[src/rtl/buzzer_note_sequencer.sv]
// Melody sequencer for the buzzer: walks a note ROM, times each note in beats,
// inserts a silent gap between notes and lets a one-shot sound effect preempt
// the music. After an effect the interrupted ROM entry replays from its start.
module buzzer_note_sequencer #(
  parameter int BEAT_CYCLES = 6250000,
  parameter int GAP_CYCLES  = 250000,
  parameter int ADDR_W      = 6
) (
  input  logic              clk,
  input  logic              rst,
  input  logic              play_en,
  input  logic              loop_en,
  output logic [ADDR_W-1:0] rom_addr,
  input  logic [15:0]       rom_data,
  input  logic              sfx_req,
  input  logic [7:0]        sfx_tune,
  input  logic [7:0]        sfx_beats,
  output logic              sfx_ack,
  output logic [7:0]        tune,
  output logic              busy,
  output logic              song_done
);

  // One cycle counter serves beats (NOTE/SFX) and the inter-note gap.
  localparam int MAX_CYC = (BEAT_CYCLES > GAP_CYCLES) ? BEAT_CYCLES : GAP_CYCLES;
  localparam int CW      = (MAX_CYC > 1) ? $clog2(MAX_CYC) : 1;

  localparam logic [CW-1:0]     BEAT_LAST = CW'(BEAT_CYCLES - 1);
  localparam logic [CW-1:0]     GAP_LAST  = CW'(GAP_CYCLES - 1);
  localparam logic [CW-1:0]     CYC_ZERO  = CW'(0);
  localparam logic [CW-1:0]     CYC_ONE   = CW'(1);
  localparam logic [ADDR_W-1:0] ADDR_ZERO = ADDR_W'(0);
  localparam logic [ADDR_W-1:0] ADDR_ONE  = ADDR_W'(1);

  typedef enum logic [2:0] {
    ST_IDLE  = 3'd0,
    ST_FETCH = 3'd1,
    ST_LOAD  = 3'd2,
    ST_NOTE  = 3'd3,
    ST_GAP   = 3'd4,
    ST_SFX   = 3'd5
  } state_t;

  state_t              state_r, state_s;
  logic [ADDR_W-1:0]   addr_r, addr_s;
  logic [7:0]          tune_r, tune_s;
  logic [7:0]          beat_r, beat_s;
  logic [CW-1:0]       cyc_r, cyc_s;
  logic                ack_r, ack_s;
  logic                done_r, done_s;
  logic                busy_r;
  logic                music_s;

  assign rom_addr  = addr_r;
  assign tune      = tune_r;
  assign sfx_ack   = ack_r;
  assign song_done = done_r;
  assign busy      = busy_r;

  // States in which dropping play_en pauses the music.
  assign music_s = (state_r == ST_FETCH) || (state_r == ST_LOAD) ||
                   (state_r == ST_NOTE)  || (state_r == ST_GAP);

  // Next-state and next-output logic; sound effect beats pause beats normal flow.
  always_comb begin
    state_s = state_r;
    addr_s  = addr_r;
    tune_s  = tune_r;
    beat_s  = beat_r;
    cyc_s   = cyc_r;
    ack_s   = 1'b0;
    done_s  = 1'b0;
    if (sfx_req && (state_r != ST_SFX)) begin
      ack_s   = 1'b1;
      tune_s  = sfx_tune;
      beat_s  = (sfx_beats == 8'd0) ? 8'd1 : sfx_beats;
      cyc_s   = CYC_ZERO;
      state_s = ST_SFX;
    end else if (!play_en && music_s) begin
      // Pause: the ROM address is kept so the same note restarts on resume.
      state_s = ST_IDLE;
      tune_s  = 8'd0;
      beat_s  = 8'd0;
      cyc_s   = CYC_ZERO;
    end else begin
      case (state_r)
        ST_IDLE: begin
          tune_s = 8'd0;
          beat_s = 8'd0;
          cyc_s  = CYC_ZERO;
          if (play_en) begin
            state_s = ST_FETCH;
          end else begin
            state_s = ST_IDLE;
          end
        end
        ST_FETCH: begin
          // ROM answers one cycle after the address is presented.
          state_s = ST_LOAD;
        end
        ST_LOAD: begin
          if (rom_data[7:0] == 8'd0) begin
            done_s = 1'b1;
            addr_s = ADDR_ZERO;
            if (loop_en && play_en) begin
              state_s = ST_FETCH;
            end else begin
              state_s = ST_IDLE;
            end
          end else begin
            tune_s  = rom_data[15:8];
            beat_s  = rom_data[7:0];
            cyc_s   = CYC_ZERO;
            state_s = ST_NOTE;
          end
        end
        ST_NOTE, ST_SFX: begin
          if (cyc_r == BEAT_LAST) begin
            cyc_s = CYC_ZERO;
            if (beat_r <= 8'd1) begin
              tune_s = 8'd0;
              beat_s = 8'd0;
              if (state_r == ST_NOTE) begin
                state_s = ST_GAP;
              end else if (play_en) begin
                state_s = ST_FETCH;
              end else begin
                state_s = ST_IDLE;
              end
            end else begin
              beat_s = beat_r - 8'd1;
            end
          end else begin
            cyc_s = cyc_r + CYC_ONE;
          end
        end
        ST_GAP: begin
          if (cyc_r == GAP_LAST) begin
            cyc_s   = CYC_ZERO;
            addr_s  = addr_r + ADDR_ONE;
            state_s = ST_FETCH;
          end else begin
            cyc_s = cyc_r + CYC_ONE;
          end
        end
        default: begin
          state_s = ST_IDLE;
          tune_s  = 8'd0;
          beat_s  = 8'd0;
          cyc_s   = CYC_ZERO;
        end
      endcase
    end
  end

  // State and datapath registers; every output comes straight from a flop.
  always_ff @(posedge clk or posedge rst) begin
    if (rst) begin
      state_r <= ST_IDLE;
      addr_r  <= ADDR_ZERO;
      tune_r  <= 8'd0;
      beat_r  <= 8'd0;
      cyc_r   <= CYC_ZERO;
      ack_r   <= 1'b0;
      done_r  <= 1'b0;
      busy_r  <= 1'b0;
    end else begin
      state_r <= state_s;
      addr_r  <= addr_s;
      tune_r  <= tune_s;
      beat_r  <= beat_s;
      cyc_r   <= cyc_s;
      ack_r   <= ack_s;
      done_r  <= done_s;
      busy_r  <= (state_s != ST_IDLE);
    end
  end

endmodule

[config.mk]
export PLATFORM = sky130hd
export DESIGN_NAME = buzzer_note_sequencer
export DESIGN_NICKNAME = d
export VERILOG_FILES = /design/src/rtl/buzzer_note_sequencer.sv
export SDC_FILE = /design/constraint.sdc
export NUM_CORES = 1
export LEC_CHECK = 0
export BUFFER_PORTS_ARGS = -buffer_cell sky130_fd_sc_hd__buf_2
export CORE_MARGIN = 2
export CORE_UTILIZATION = 40
export CTS_CLUSTER_DIAMETER = 30
export CTS_CLUSTER_SIZE = 40
export DETAILED_ROUTE_END_ITERATION = 8
export MAX_ROUTING_LAYER = met4
export PLACE_DENSITY_LB_ADDON = 0.2
export SLEW_MARGIN = 25
export SYNTH_ARGS = -nofsm -noshare
export SYNTH_HDL_FRONTEND = slang
export SYNTH_SLANG_ARGS = --single-unit
[constraint.sdc]
create_clock -name clk -period 3.02 [get_ports clk]
set_clock_uncertainty 0.1 [all_clocks]
set_input_delay 0.302 -clock clk [delete_from_list [all_inputs] [get_ports clk]]
set_output_delay 0.302 -clock clk [all_outputs]
set_load 0.1 [all_outputs]
=== After elaboration in Yosys (flattened, before gate mapping) ===
Cells that the tools add are included.

* Flip-flop bits (word level): 51
* Latch bits: 0
* RAM bits: 0
* Bits in read-only memories: 0
* Logic and storage cells: 84
* Memories kept: 0

* Add/sub/neg operators: 3
* Multiply operators: 0
* Div/mod/pow operators: 0
* $lt $le $gt $ge: 1
* Eq/ne operators: 15
* Shift operators: 0
* Mux-type cells: 37
* Bitwise operators: 2
* Reductions and logical operators: 18

{| class="wikitable"
|+ Operators with widths
! cell !! count
|-
| $mux 23 || 5
|-
| $pmux 23 s4 || 1
|-
| $mux 8 || 11
|-
| $pmux 8 s3 || 2
|-
| $add 23x1->23 const B || 1
|-
| $eq 23x18->1 const B || 1
|-
| $eq 23x23->1 const B || 1
|-
| $mux 3 || 7
|-
| $logic_not 8->1 || 2
|-
| $pmux 3 s5 || 1
|-
| $mux 6 || 2
|-
| $ne 4x4->1 const B || 3
|-
| $pmux 6 s2 || 1
|-
| $le 8x1->1 const B || 1
|-
| $sub 8x1->8 const B || 1
|-
| $mux 1 || 7
|-
| $add 6x1->6 const B || 1
|-
| $eq 3x2->1 const B || 2
|-
| $eq 3x3->1 const B || 2
|-
| $ne 3x1->1 const B || 2
|-
| $reduce_and 5->1 || 1
|-
| $ne 2x1->1 const B || 2
|-
| $reduce_and 4->1 || 1
|-
| $reduce_or 2->1 || 2
|-
| other kinds (11) || 16
|}

=== Depth between registers and ports, before layout ===
* Depth in word-level cells: 8
* Depth in mapped cells: 8
* Gate-level depth less buffers: 7

=== Worst setup path after synthesis ===
OpenSTA, ideal clock, no wires.

* Path type: reg-to-reg
* Start point: register state_r[2]
* End point: register tune_r[0] (netlist: tune[0])
* Setup time: 0.126 ns
* Arrival: 2.096 ns
* Required time: 2.794 ns
* Slack: 0.698 ns
* Stages on the path, launching flop included: 7
* Path through: dfrtp_1 buf_2 nor3b_1 nand3_1 o21a_1 a31oi_4 mux2_2

* Word-level cells in the longest chain between the ends: 7
* Elaborated cells between the ends (all ways): 21
* Classes of those cells: 10 x eq/ne; 3 x mux; 8 x reduce/logical

{| class="wikitable"
|+ Ends and longest elaborated chain
! item !! line !! source
|-
| start: declaration || 44 || <nowiki>state_t state_r, state_s;</nowiki>
|-
| start signal: assignment || 168 || <nowiki>state_r <= state_s;</nowiki>
|-
| $eq 3x1->1 or $eq 3x2->1 (tied branches) || 61, 86 ||
|-
| $logic_or 1x1->1 (2 in a row) || 61 || <nowiki>assign music_s = (state_r == ST_FETCH) || (state_r == ST_LOAD) ||</nowiki>
|-
| $logic_or 1x1->1 || 62 || <nowiki>(state_r == ST_NOTE) || (state_r == ST_GAP);</nowiki>
|-
| $logic_and 1x1->1 || 79 || <nowiki>end else if (!play_en && music_s) begin</nowiki>
|-
| $ne 4x4->1 (no source line) (tied with other cells) || -- ||
|-
| $reduce_and 4->1 (no source line) or $mux 8 (tied branches) || -- ||
|-
| end signal: assignment || 170 || <nowiki>tune_r <= tune_s;</nowiki>
|-
| end: declaration || 46 || <nowiki>logic [7:0] tune_r, tune_s;</nowiki>
|}

Parallel ways exist; a longest one is shown, timed or not.
A chain may end at the register's enable or synchronous reset.

=== Final worst setup path ===
* Start point: register cyc_r[7]
* End point: register cyc_r[19]

* Word-level cells in the longest chain between the ends: 5
* Elaborated cells between the ends (all ways): 8
* Classes of those cells: 1 x add/sub; 2 x eq/ne; 5 x mux

{| class="wikitable"
|+ Ends and longest elaborated chain
! item !! line !! source
|-
| start: declaration || 48 || <nowiki>logic [CW-1:0] cyc_r, cyc_s;</nowiki>
|-
| start signal: assignment || 172 || <nowiki>cyc_r <= cyc_s;</nowiki>
|-
| $add 23x1->23 (tied with other cells) || 134, 143 ||
|-
| $mux 23, on equally long branches || 138, 118 ||
|-
| $pmux 23 s4 (*) || 86 || <nowiki>case (state_r)</nowiki>
|-
| $mux 23 (*) || 79 ||
|-
| $mux 23 (*) || 73 || <nowiki>if (sfx_req && (state_r != ST_SFX)) begin</nowiki>
|}

Mark *: on every way between the ends. The rest lies on a longest branch, timed or not.

==> impl_metrics.yaml <==
setup_path:
  max_stage_delay_ns: 0.53
  crit_top_cell: "a21o_1"
  slowest_stage: "or4bb_1"
  critical_path.startpoint: "cyc_r[7]$_DFFE_PP0P_"
  start_kind: "flip-flop"
  timing.rr.start: "cyc_r[7]$_DFFE_PP0P_"
  path_delay_family: "simple AND/OR/NAND/NOR gates"
  path_max_fanout: 20
  worstSetupPathType: "reg -> reg"
  crit_required_ns: 3.09
  arrival_ns: 2.60
  endpoint_kind: "flip-flop"
  cp_cell_sequence: "or4bb_1, nor4_2, a21o_1, a21o_1, buf_4, a22oi_1"
  critPathBufInv: 1
worst_hold_path:
  hp-class: "in -> reg"
  worstHoldStart: "sfx_beats[1]"
yosys:
  synth_fp_nets: 389
  ys.flop_type: "dfrtp_1"
  synthCells: 348
  seq_area_frac_synth: 0.394
  yosys.area.top_type: "dfrtp_1"
  ys_types: 55
  yosys_warnings: 0
  synth.top_cell.area_share: 0.394
  synth_edf_count: 0
  ys_seq_elements: 51
  netlist_area_mm2: 0.00324
  synthTopCellsByArea: "dfrtp_1 (39%), mux2_2 (4.2%), a21oi_1 (3.6%)"
  async_flop_share: 1.00
  syn_avg_cell_area_um2: 9.30
status:
  status: "finished clean"
power:
  pwr-share-comb: 0.547
  vdd_ir_drop_max_uv: 548
  switching_share: 0.474
  p_leak_nw: 1.58
  p_per_area_mw_per_mm2: 785
  p_sw_mw: 1.40
  p_total_mw: 2.96
  p_int_mw: 1.56
  p_clk_frac: 0.146
  p_seq_frac: 0.307
clocking:
  numCtsBuffers: 5
  worst_skew_pair.late_latency_ns: 0.31
  cts-root-buf: "clkbuf_8"
  cts.path.max_buffers: 2
  ctsHtreeMaxLevel: 2
  path_clk_slew_ns: 0.10
  clkSinkCount: 51
  cts_tree: "yes"
die:
  row_count: 32
  initial_core_util: 0.417
  die_w_um: 94.0
  die_h_um: 94.0
  ios: 54
  dieArea_mm2: 0.00883
  coreArea_mm2: 0.00777
timing:
  min_period_ns: 2.54
  setup_viol: 0
  hold_ws_ns: 0.186
  drv_slew: 0
  setup_tns_ns: 0
  slew_headroom: 0.421
  worst_slew_pin_slew_ns: 0.865
  hold_violations: 0
  fmax_ghz: 0.394
  rsz0062_at_grt: "false"
  min_period_over_period: 0.840
  setup_ws_ns: 0.484
global_route:
  grt_max_degree: 28
  grt.overflow.total: 0
  grt_pass1_wl_mm: 13.7
  grt_pass1_vias: 2823
  grt_antenna_before_repair: 0
  track_usage: 0.199
layout:
  n_antenna_cell: 0
  design_area_mm2: 0.00377
  syn_to_final_growth_pct: 16.5
  drive_above_1_share: 0.247
  nets: 449
detailed_routing:
  dr.pass1.iters: 4
  wl_per_cell_um: 15.5
  vias_per_cell: 5.69
  drt-total-wl_mm: 7.90
  drc: 0
  drtIter0Drc: 214
  vias: 2908
  drtAntennaViolNets: 0
placement:
  place_area_mm2: 0.00366
  hpwl_mm: 5.92
  place_congestion: 0.850
  pre_cts_ws_ns: 0.485
  io_buffer_count: 53
job:
  cap_violations: 0
==> stage by stage <==
stage	instances	utilization
floorplan	348	-
global placement	502	0.471
detailed placement	502	0.471
CTS	511	0.485
global route	511	0.485
finish	511	0.485
==> worst min-delay path, delay by kind of cell <==
kind / cells / cell delay, ns
multiplexers: 1 / 0.11
buffers and inverters: 1 / 0.09
AO/OA/AOI/OAI: 1 / 0.05
==> what timing repair did <==
| item | in CTS | in global routing |
|---|---|---|
| endpoints found under the hold margin | 24 | 0 |
| gates resized for setup | 0 | 0 |
| buffers inserted | 0 | 0 |
| hold buffers | 1 | 0 |
==> layout make-up <==
| class | instances | area (µm²) |
|---|---|---|
| fill | 754 | 4000 |
| multi-input combinational | 272 | 1850 |
| sequential | 51 | 1280 |
| timing repair buffer | 67 | 373 |
| tap | 102 | 128 |
| clock buffer | 6 | 82.6 |
| inverter | 11 | 41.3 |
| clock inverter | 2 | 16.3 |
==> Yosys cell counts, types with 3 or more instances <==
cell type  number
a2111oi_0       3
a211oi_1        5
a21o_1          3
a21oi_1        23
a222oi_1        3
a22o_1          9
a22oi_1         6
a2bb2oi_1       6
and3_1          5
buf_2           5
clkbuf_1        8
dfrtp_1        51
ha_1            4
inv_1          11
mux2_2         12
mux2i_1         6
nand2_1        28
nand2b_1        8
nand3_1        15
nand4_1         9
nor2_1         15
nor2b_1         6
nor3_1         12
nor3b_1         3
nor4_1          7
nor4b_1         3
o21ai_0        20
o22ai_1         5
or3_1           6
or4_1           4
xnor2_1        12
xor2_1          6
==> path summary, 6_finish.rpt <==
check / slack [ns] / depth (start not counted) / endpoint
max reg2reg: 0.48 / 6 / cyc_r[19]$_DFFE_PP0P_
min in group asynchronous: 0.47 / 3 / tune[1]$_DFFE_PP0P_
min reg2reg: 0.41 / 1 / tune[2]$_DFFE_PP0P_
max: 0.48 / 6 / cyc_r[19]$_DFFE_PP0P_
min: 0.19 / 3 / beat_r[1]$_DFFE_PP0P_
max in group asynchronous: 1.60 / 4 / state_r[0]$_DFF_PP0_
==> cell usage in the layout (no fill, tap or decap), types with 4 or more instances in the layout <==
| cell type | netlist | layout |
|---|---|---|
| dfrtp_1 | 51 | 51 |
| a22o_1 | 9 | 9 |
| nor3_1 | 12 | 12 |
| o22ai_1 | 5 | 5 |
| or3_1 | 6 | 6 |
| xnor2_1 | 12 | 12 |
| mux2_2 | 12 | 12 |
| nand3_1 | 15 | 15 |
| buf_4 | 0 | 13 |
| a22oi_1 | 6 | 6 |
| nor4_1 | 7 | 7 |
| mux2i_1 | 6 | 6 |
| inv_1 | 11 | 10 |
| and3_1 | 5 | 5 |
| a21oi_1 | 23 | 23 |
| ha_1 | 4 | 4 |
| a211oi_1 | 5 | 5 |
| o21ai_0 | 20 | 20 |
| a2bb2oi_1 | 6 | 6 |
| nand4_1 | 9 | 9 |
| nor2_1 | 15 | 15 |
| or4_1 | 4 | 4 |
| buf_2 | 5 | 53 |
| nand2_1 | 28 | 28 |
| nand2b_1 | 8 | 8 |
| clkbuf_8 | 0 | 6 |
| nor2b_1 | 6 | 6 |
| xor2_1 | 6 | 6 |
==> layer usage <==
layer | share of wire | routed length [µm] | track usage | up-vias
met5 | 0 | 0 | - | -
met4 | 0.0068 | 54 | 0.0495 | 0
met1 | 0.47 | 3740 | 0.271 | 1384
li1 | - | - | - | 1437
met2 | 0.47 | 3740 | 0.311 | 80
met3 | 0.046 | 365 | 0.0329 | 7
==> registers in the layout (all words and copies together), names as in the netlist <==
register / flops
beat_r: 8
cyc_r: 23
song_done: 1
tune: 8
state_r: 3
sfx_ack: 1
rom_addr: 6
busy: 1
==> logic make-up (layout without fill, tap and decap cells) <==
group	Yosys count	count (layout)	synth area share
muxes	18	18	0.0603
DFF	51	51	0.394
AOI/OAI and AO/OA	97	97	0.215
buffers and inverters	25	86	0.0332
and+or+nand+nor	135	135	0.233
adders and majority gates	4	4	0.0155
xor gates and xnor gates	18	18	0.0487
==> power by group through the flow <==
| stage | sequential (mW) | clock (mW) | combinational (mW) |
|---|---|---|---|
| 6_report | 0.910 | 0.431 | 1.62 |
| 5_1_grt | 0.930 | 0.475 | 1.75 |
| 4_1_cts | 0.909 | 0.445 | 1.62 |
| 3_5_place_dp | 0.922 | 0 | 1.62 |
| 3_3_place_gp | 0.918 | 0 | 1.61 |
| 2_1_floorplan | 1.18 | 0 | 1.02 |
Note: power is estimated with default switching activity, not from simulation.
